**config.mk**
```make
export PLATFORM = sky130hd
export DESIGN_NAME = pdm_cic_decim
export DESIGN_NICKNAME = d
export VERILOG_FILES = /design/src/rtl/pdm_cic_decim.sv
export SDC_FILE = /design/constraint.sdc
export NUM_CORES = 1
export LEC_CHECK = 0
export CAP_MARGIN = 25
export CORE_MARGIN = 3
export CORE_UTILIZATION = 47
export CTS_CLUSTER_SIZE = 14
export DETAILED_ROUTE_END_ITERATION = 8
export PLACE_DENSITY = 0.68
export SYNTH_ARGS = -nofsm -noshare
export SYNTH_HDL_FRONTEND = slang
export SYNTH_SLANG_ARGS = --single-unit
```
**constraint.sdc**
```tcl
create_clock -name clk -period 8.6 [get_ports clk]
set_input_delay 1.29 -clock clk [delete_from_list [all_inputs] [get_ports clk]]
set_output_delay 1.29 -clock clk [all_outputs]
set_load 0.01 [all_outputs]
```
**src/rtl/pdm_cic_decim.sv**
```systemverilog
// Single-channel PDM to PCM decimator: four integrators at the input rate, and a time-shared comb chain at the output rate.
// Optional DC blocker on the output path is enabled by defining PDM_CIC_DCBLOCK_EN.
module pdm_cic_decim #(
   parameter int DECIM_LOG2 = 6,
   parameter int OUT_BITS   = 16
) (
   input  logic                clk,
   input  logic                rst,
   input  logic                in_valid,
   input  logic                in_data,
   input  logic                sync,
   output logic [OUT_BITS-1:0] out_data,
   output logic                out_valid
);

   localparam int W     = 4*DECIM_LOG2 + 2;
   localparam int SHIFT = W - 1 - OUT_BITS;

   localparam logic signed [W-1:0] X_POS   = W'(1);
   localparam logic signed [W-1:0] X_NEG   = '1;
   localparam logic signed [W-1:0] OUT_MAX = {{(W-OUT_BITS+1){1'b0}}, {(OUT_BITS-1){1'b1}}};
   localparam logic signed [W-1:0] OUT_MIN = {{(W-OUT_BITS+1){1'b1}}, {(OUT_BITS-1){1'b0}}};
   localparam logic [DECIM_LOG2-1:0] DCNT_MAX = '1;
   localparam logic [DECIM_LOG2-1:0] DCNT_ONE = DECIM_LOG2'(1);

`ifdef PDM_CIC_DCBLOCK_EN
   // Internal width grows with OUT_BITS so wide outputs still have two bits of headroom.
   localparam int DCB_W = (OUT_BITS + 2 > 18) ? OUT_BITS + 2 : 18;
   localparam int TW    = DCB_W + 2;
   localparam logic signed [TW-1:0]    DCB_MAX  = {{3{1'b0}}, {(DCB_W-1){1'b1}}};
   localparam logic signed [TW-1:0]    DCB_MIN  = {{3{1'b1}}, {(DCB_W-1){1'b0}}};
   localparam logic signed [DCB_W-1:0] DOUT_MAX = {{(DCB_W-OUT_BITS+1){1'b0}}, {(OUT_BITS-1){1'b1}}};
   localparam logic signed [DCB_W-1:0] DOUT_MIN = {{(DCB_W-OUT_BITS+1){1'b1}}, {(OUT_BITS-1){1'b0}}};
`endif

   typedef enum logic [2:0] {S_IDLE, S_C0, S_C1, S_C2, S_C3, S_DCB, S_OUT} state_t;

   function automatic logic signed [OUT_BITS-1:0] sat_out(input logic signed [W-1:0] v);
      if (v > OUT_MAX)      return OUT_MAX[OUT_BITS-1:0];
      else if (v < OUT_MIN) return OUT_MIN[OUT_BITS-1:0];
      else                  return v[OUT_BITS-1:0];
   endfunction

   function automatic logic signed [OUT_BITS-1:0] scale_sat(input logic signed [W-1:0] v);
      logic signed [W-1:0] sh;
      sh = v >>> SHIFT;
      return sat_out(sh);
   endfunction

`ifdef PDM_CIC_DCBLOCK_EN
   function automatic logic signed [DCB_W-1:0] sat_dcb(input logic signed [TW-1:0] v);
      if (v > DCB_MAX)      return DCB_MAX[DCB_W-1:0];
      else if (v < DCB_MIN) return DCB_MIN[DCB_W-1:0];
      else                  return v[DCB_W-1:0];
   endfunction

   function automatic logic signed [OUT_BITS-1:0] sat_dcb_out(input logic signed [DCB_W-1:0] v);
      if (v > DOUT_MAX)      return DOUT_MAX[OUT_BITS-1:0];
      else if (v < DOUT_MIN) return DOUT_MIN[OUT_BITS-1:0];
      else                   return v[OUT_BITS-1:0];
   endfunction
`endif

   state_t state_q, state_d;
   logic signed [W-1:0] i0_q, i0_d, i1_q, i1_d, i2_q, i2_d, i3_q, i3_d;
   logic signed [W-1:0] i0_n, i1_n, i2_n, i3_n, x;
   logic signed [W-1:0] cin_q, cin_d, acc_q, acc_d;
   logic signed [W-1:0] d0_q, d0_d, d1_q, d1_d, d2_q, d2_d, d3_q, d3_d;
   logic signed [W-1:0] sub_a, sub_b, diff;
   logic [DECIM_LOG2-1:0] dcnt_q, dcnt_d;
   logic [OUT_BITS-1:0]   out_data_q, out_data_d;
   logic                  out_valid_q, out_valid_d;
   logic                  frame_done;
`ifdef PDM_CIC_DCBLOCK_EN
   logic signed [OUT_BITS-1:0] sp_q, sp_d, s_cur;
   logic signed [DCB_W-1:0]    yp_q, yp_d;
   logic signed [TW-1:0]       t_sum;
`endif

   always_comb begin
      i0_d        = i0_q;
      i1_d        = i1_q;
      i2_d        = i2_q;
      i3_d        = i3_q;
      dcnt_d      = dcnt_q;
      cin_d       = cin_q;
      acc_d       = acc_q;
      d0_d        = d0_q;
      d1_d        = d1_q;
      d2_d        = d2_q;
      d3_d        = d3_q;
      state_d     = state_q;
      out_data_d  = out_data_q;
      out_valid_d = 1'b0;
`ifdef PDM_CIC_DCBLOCK_EN
      sp_d  = sp_q;
      yp_d  = yp_q;
      s_cur = '0;
      t_sum = '0;
`endif

      x    = in_data ? X_POS : X_NEG;
      i0_n = i0_q + x;
      i1_n = i1_q + i0_n;
      i2_n = i2_q + i1_n;
      i3_n = i3_q + i2_n;

      // A sync coinciding with an input makes that input the first of a new frame.
      frame_done = in_valid && !sync && (dcnt_q == DCNT_MAX);

      if (in_valid) begin
         i0_d   = i0_n;
         i1_d   = i1_n;
         i2_d   = i2_n;
         i3_d   = i3_n;
         dcnt_d = sync ? DCNT_ONE : dcnt_q + 1'b1;
      end else if (sync) begin
         dcnt_d = '0;
      end

      sub_a = (state_q == S_C0) ? cin_q : acc_q;
      case (state_q)
         S_C0:    sub_b = d0_q;
         S_C1:    sub_b = d1_q;
         S_C2:    sub_b = d2_q;
         S_C3:    sub_b = d3_q;
         default: sub_b = '0;
      endcase
      diff = sub_a - sub_b;

      case (state_q)
         S_IDLE: state_d = S_IDLE;
         S_C0: begin
            d0_d    = sub_a;
            acc_d   = diff;
            state_d = S_C1;
         end
         S_C1: begin
            d1_d    = sub_a;
            acc_d   = diff;
            state_d = S_C2;
         end
         S_C2: begin
            d2_d    = sub_a;
            acc_d   = diff;
            state_d = S_C3;
         end
         S_C3: begin
            d3_d    = sub_a;
            acc_d   = diff;
`ifdef PDM_CIC_DCBLOCK_EN
            state_d = S_DCB;
`else
            state_d = S_OUT;
`endif
         end
`ifdef PDM_CIC_DCBLOCK_EN
         S_DCB: begin
            s_cur   = scale_sat(acc_q);
            t_sum   = TW'(s_cur) - TW'(sp_q) + TW'(yp_q) - TW'(yp_q >>> 8);
            sp_d    = s_cur;
            yp_d    = sat_dcb(t_sum);
            state_d = S_OUT;
         end
`endif
         S_OUT: begin
`ifdef PDM_CIC_DCBLOCK_EN
            out_data_d = sat_dcb_out(yp_q);
`else
            out_data_d = scale_sat(acc_q);
`endif
            out_valid_d = 1'b1;
            state_d     = S_IDLE;
         end
         default: state_d = S_IDLE;
      endcase

      if (frame_done) begin
         cin_d   = i3_n;
         state_d = S_C0;
      end
   end

   always_ff @(posedge clk) begin
      if (rst) begin
         state_q     <= S_IDLE;
         i0_q        <= '0;
         i1_q        <= '0;
         i2_q        <= '0;
         i3_q        <= '0;
         dcnt_q      <= '0;
         cin_q       <= '0;
         acc_q       <= '0;
         d0_q        <= '0;
         d1_q        <= '0;
         d2_q        <= '0;
         d3_q        <= '0;
         out_data_q  <= '0;
         out_valid_q <= 1'b0;
`ifdef PDM_CIC_DCBLOCK_EN
         sp_q        <= '0;
         yp_q        <= '0;
`endif
      end else begin
         state_q     <= state_d;
         i0_q        <= i0_d;
         i1_q        <= i1_d;
         i2_q        <= i2_d;
         i3_q        <= i3_d;
         dcnt_q      <= dcnt_d;
         cin_q       <= cin_d;
         acc_q       <= acc_d;
         d0_q        <= d0_d;
         d1_q        <= d1_d;
         d2_q        <= d2_d;
         d3_q        <= d3_d;
         out_data_q  <= out_data_d;
         out_valid_q <= out_valid_d;
`ifdef PDM_CIC_DCBLOCK_EN
         sp_q        <= sp_d;
         yp_q        <= yp_d;
`endif
      end
   end

   assign out_data  = out_data_q;
   assign out_valid = out_valid_q;

endmodule

```
; ---- After elaboration in Yosys (flattened, before gate mapping)
; Cells that the tools add are included.
[word_totals]
latch_bits = 0
ff_bits = 286
memories = 0
output_inout_bits = 17
rom_bits = 0
mem_bits_rw = 0
in_bits = 5
[classes]
n_div = 0
n_addsub = 6
bitwise = 0
mul = 0
eq_ne = 6
reduce_logical = 6
order_cmp = 2
muxes = 11
n_shift = 0
[ops]
columns = op, n
row1 = 26-bit adder, 4
row2 = 26-bit case mux with 4 select lines, 1
row3 = 26-bit 2-to-1 mux, 2
row4 = 16-bit 2-to-1 mux, 2
row5 = 26-bit subtractor, 1
row6 = 6-bit 2-to-1 mux, 3
row7 = 17-bit by 16-bit > comparator with 1-bit output (second input constant), 1
row8 = 17-bit by 16-bit less-than comparator with 1-bit output (second input constant), 1
row9 = 3-bit case mux with 4 select lines, 1
row10 = 6-bit by 1-bit adder with 6-bit output (second input constant), 1
row11 = 3-bit by 2-bit == test with 1-bit output (second input constant), 2
row12 = 3-bit == test (second input constant), 2
row13 = 6-bit == test (second input constant), 1
row14 = 4-bit OR reduction, 1
row15 = 3-bit by 1-bit == test with 1-bit output (second input constant), 1
row16 = 1-bit logical AND, 2
row17 = 1-bit 2-to-1 mux, 2
row18 = 2-bit nonzero test, 1
row19 = 2-bit OR reduction, 1
row20 = 1-bit zero test, 1

; ---- Longest topological paths before layout
[depth]
ltp_word = 5
depth_mapped = 36
ltp_nobuf = 36

; ---- Least setup slack after synthesis
; Ideal clock, no wire load.
[synth_timing]
kind = input to register
from = input in_data
to = register cin_q[25]
slack_ns = 0.488
stages = 35
path_buffers = 0
setup_time_ns = 0.086
required_time_ns = 8.514
arrival_time_ns = 8.027
cell_sequence = inv_1 -> ha_1 -> nor2b_1 -> o21a_1 -> o21ai_0 -> a21oi_1 -> o21ai_0 -> a21oi_1 -> a21o_1 -> a21o_1 -> xor2_1 -> ha_1 -> and3_1 -> a221oi_1 -> nor2b_1 -> o31a_1 -> or2_0 -> a21oi_1 -> xnor2_1 -> ha_1 -> a21o_1 -> a21oi_1 -> nor2b_1 -> o21ai_0 -> o21a_1 -> o211ai_1 -> xor2_1 -> ha_1 -> a21o_1 -> o21bai_1 -> a21o_1 -> a221oi_1 -> xnor2_1 -> xnor2_1 -> a211oi_1
[synth_between]
elab_chain_len = 5
[synth_lines]
columns = item, line_no
row1 = start: declaration, 10  ; input logic in_data,
row2 = 26-bit 2-to-1 mux, 102  ; x = in_data ? X_POS : X_NEG;
row3 = 26-bit adder, 103  ; i0_n = i0_q + x;
row4 = named net i0_n[14], 66  ; logic signed [W-1:0] i0_n, i1_n, i2_n, i3_n, x;
row5 = 26-bit adder, 104  ; i1_n = i1_q + i0_n;
row6 = named net i1_n[18], 66
row7 = 26-bit adder, 105  ; i2_n = i2_q + i1_n;
row8 = named net i2_n[22], 66
row9 = 26-bit adder, 106  ; i3_n = i3_q + i2_n;
row10 = end signal: assignment, 211  ; cin_q <= cin_d;
row11 = end: declaration, 67  ; logic signed [W-1:0] cin_q, cin_d, acc_q, acc_d;
; The timed path passes the listed nets, and every way through them passes these cells.
; A chain may end at the register's enable or synchronous reset.

; ---- Worst setup path in the final report
[layout_timing]
from = input in_data
to = register i3_q[25]
[layout_between]
elab_chain_len = 5
[layout_lines]
columns = item, line_no
row1 = 26-bit 2-to-1 mux, 102
row2 = 26-bit adder, 103
row3 = named net i0_n[15], 66
row4 = 26-bit adder, 104
row5 = named net i1_n[19], 66
row6 = 26-bit adder, 105
row7 = named net i2_n[22], 66
row8 = 26-bit adder, 106
row9 = end signal: assignment, 209  ; i3_q <= i3_d;
row10 = end: declaration, 65  ; logic signed [W-1:0] i0_q, i0_d, i1_q, i1_d, i2_q, i2_d, i3_q, i3_d;
; The timed path passes the listed nets, and every way through them passes these cells.

==> results_dict.tcl <==
set metrics [dict create \
    min_period_over_period_pct 93.3 \
    antenna_found_initial 0 \
    worst_pin_slew_ns 1.02 \
    drt-total-wl_um 39800 \
    cp_common_cell "a21o_1" \
    relSlewSlack_pct 32.0 \
    final_common_cell "dfxtp_1" \
    drive_gt1_share_pct 6.29 \
    finalSetupTns_ns 0 \
    grt_pass1_vias 13362 \
    drt_iter0_drc 928 \
    nets 2179 \
    ios 22 \
    required_ns 9.02 \
    worst_path_largest_cell_delay_ns 0.47 \
    drv_cap 0 \
    synth_top_area_share_pct 34.0 \
    syn2layout_area_growth_pct 10.9 \
    firstDrtPassIters 5 \
    worstSkewPairLatency_ns 0.53 \
    start_kind "input pin" \
    synth_cells 2061 \
    yosysTopAreaCell "dfxtp_1" \
    core.rowCount 68 \
    netlist_top_cells_area "dfxtp_1 34%, ha_1 9.5%, a21oi_1 5.6%" \
    ff_latch_area_mm2 0.00573 \
    fmax_mhz 125 \
    clock_skew_ns 0.0188 \
    cp.arrival_ns 8.44 \
    multiInputGateArea_mm2 0.0105 \
    run_status "finished clean" \
    met1Wirelength_um 19200 \
    synth_edf_count 0 \
    cts.sinks 286 \
    worstSetupEndpointType "register" \
    synth_nets 2199 \
    p_switching_mw 3.62 \
    start_util_pct 48.2 \
    routedWlPerCell_um 15.8 \
    clock_path_buffers 3 \
    cts_tree "built" \
    avgSynthCellArea_um2 8.16 \
    cts_hold_buf 0 \
    core_area_mm2 0.0349 \
    power.density_mw_per_mm2 437 \
    leakagePower_nw 7.66 \
    place.gp.congestion 0.924 \
    synth_async_sr_flop_share_pct 0 \
    antenna_cells 0 \
    vdd_drop_max_v 0.000358 \
    dp_hpwl_um 27000 \
    routed.top_layer "met4" \
    syn_area_mm2 0.0168 \
    power_frac_comb_pct 62.8 \
    hold_path_class "reg2reg" \
    fillers 3199 \
    yosys_warnings 0 \
    mostFrequentLayoutCells "286 x dfxtp_1, 239 x nor2_1, 237 x nand2_1" \
    fin_ws_ns 0.575 \
    post_cts_buffers 0 \
    synthFlopType "dfxtp_1" \
    grt_pass1_wl_um 65800 \
    hold_path_depth 2 \
    critical_path_cell_count 36 \
    synth_seq_area_share_pct 34.0 \
    dieArea_mm2 0.0381 \
    wl_met3_um 1800 \
    clockPowerShare_pct 17.7 \
    cts_buffers 35 \
    finalPower_mw 8.16 \
    clk_pin_slew_ns 0.05 \
    slowest_stage "clkdlybuf4s50_1" \
    setup_viol 0 \
    dp_cells 2458 \
    grt_usage_pct 20.1 \
    path_buf_inv 4 \
    ctsHtreeMaxLevel 2 \
    wl_met2_um 18200 \
    crit_type "in2reg" \
    ant_nets 0 \
    drcViolationCount 0 \
    via_per_inst 5.74 \
    path_max_fanout 18 \
    p_seq_share_pct 19.5 \
    layout.cells.non_filler 2521 \
    vias 14475 \
    finalHoldViolations 0 \
    synth.distinct_cells 80 \
    ys_ff_latch 286 \
    dieHeight_um 195 \
    io_buffers 21 \
    crit_family "compound AO/OA/AOI/OAI gates" \
    intPower_mw 4.53 \
    die_w_um 195 \
    grt_overflow 0 \
    grt_max_degree 120 \
    rr_worst_depth 35 \
    root_buffer "clkbuf_16" \
    final_max_slew_viol_count 0 \
    place_ws_ns 0.0205 \
    post-route-util_pct 53.5 \
    switching_share_pct 44.4 \
    fin_crit_ns 8.02 \
]
-- worst min-delay path, delay by kind of cell (launching register included) --
| kind | cells | cell delay [ns] |
|---|---|---|
| and+or+nand+nor | 1 | 0.05 |
| DFF | 1 | 0.30 |
| AOI/OAI and AO/OA | 1 | 0.05 |
-- synth_stat cells (9+ instances only) --
| cell type | instances |
|---|---|
| a31o_2 | 9 |
| o211ai_1 | 10 |
| a211oi_1 | 77 |
| xor2_1 | 25 |
| a22o_1 | 25 |
| and3_1 | 21 |
| nor3_1 | 37 |
| nor2_1 | 240 |
| o21ai_0 | 83 |
| a221oi_1 | 26 |
| nand2_1 | 237 |
| buf_1 | 12 |
| inv_1 | 66 |
| nand2b_1 | 16 |
| nand3_1 | 29 |
| o21bai_1 | 19 |
| o21a_1 | 18 |
| a21boi_0 | 33 |
| a31oi_1 | 18 |
| nand4_1 | 13 |
| a21o_1 | 36 |
| ha_1 | 128 |
| mux2i_1 | 74 |
| clkbuf_1 | 100 |
| xnor2_1 | 81 |
| a21oi_1 | 188 |
| dfxtp_1 | 286 |
| or3_1 | 14 |
| nor2b_1 | 21 |
-- power by group through the flow --
stage                     clock network (mW)  registers (mW)  logic, mW
after detailed placement                   0            1.62       5.01
after floorplan                            0            1.59       3.99
final                                   1.44            1.59       5.12
after CTS                               1.48            1.59       5.07
after global routing                    1.53            1.61       5.74
after global placement                     0            1.61       4.90
-- flip-flops by register name, indices dropped and copies added, names as in the netlist, 26 cells and up --
register	cells
acc_q	26
cin_q	26
d0_q	26
d1_q	26
d2_q	26
d3_q	26
i0_q	26
i1_q	26
i2_q	26
i3_q	26
-- layout make-up --
| class | instances | area share [%] |
|---|---|---|
| Multi-Input combinational cell | 1594 | 56.2 |
| Sequential cell | 286 | 30.7 |
| Clock buffer | 57 | 5.78 |
| Tap cell | 455 | 3.05 |
| Timing Repair Buffer | 56 | 2.65 |
| Inverter | 68 | 1.37 |
| Clock inverter | 5 | 0.288 |
-- path summary, 6_finish.rpt --
path | to | startpoint | slack, ns
hold / removal | d0_q[3] | d0_q[3] | 0.45
setup reg to reg | i3_q[23] | i0_q[0] | 1.40
hold reg to reg | d0_q[3] | d0_q[3] | 0.45
setup / recovery | i3_q[25] | in_data | 0.58
-- layer usage --
metal  global-route usage (%)  vias to the layer above
met4                     5.07                        0
met3                     2.48                       55
li1                         -                     7336
met1                     28.5                     6809
met5                        0                        -
met2                     32.6                      275
-- cell families after synthesis --
| logic type | after synthesis | synth area share (%) |
|---|---|---|
| AOI/OAI and AO/OA | 605 | 23.8 |
| buffers and inverters | 181 | 4.05 |
| DFF | 286 | 34.0 |
| xor gates and xnor gates | 107 | 5.66 |
| muxes | 74 | 4.40 |
| adders and majority gates | 133 | 10.1 |
| and+or+nand+nor | 675 | 17.9 |
-- through the flow --
stage	hold WS [ns]	area, um^2
6_report	0.455	18700
5_1_grt	0.478	18700
4_1_cts	0.455	18600
3_5_place_dp	0.447	17500
3_3_place_gp	0.442	17500
2_1_floorplan	0.432	16800
-- timing repair --
item,CTS,global route
hold endpoints to repair,0,0
resized for setup,0,10
endpoints found under the setup margin,0,8
Power figures use the tool's default switching activity.
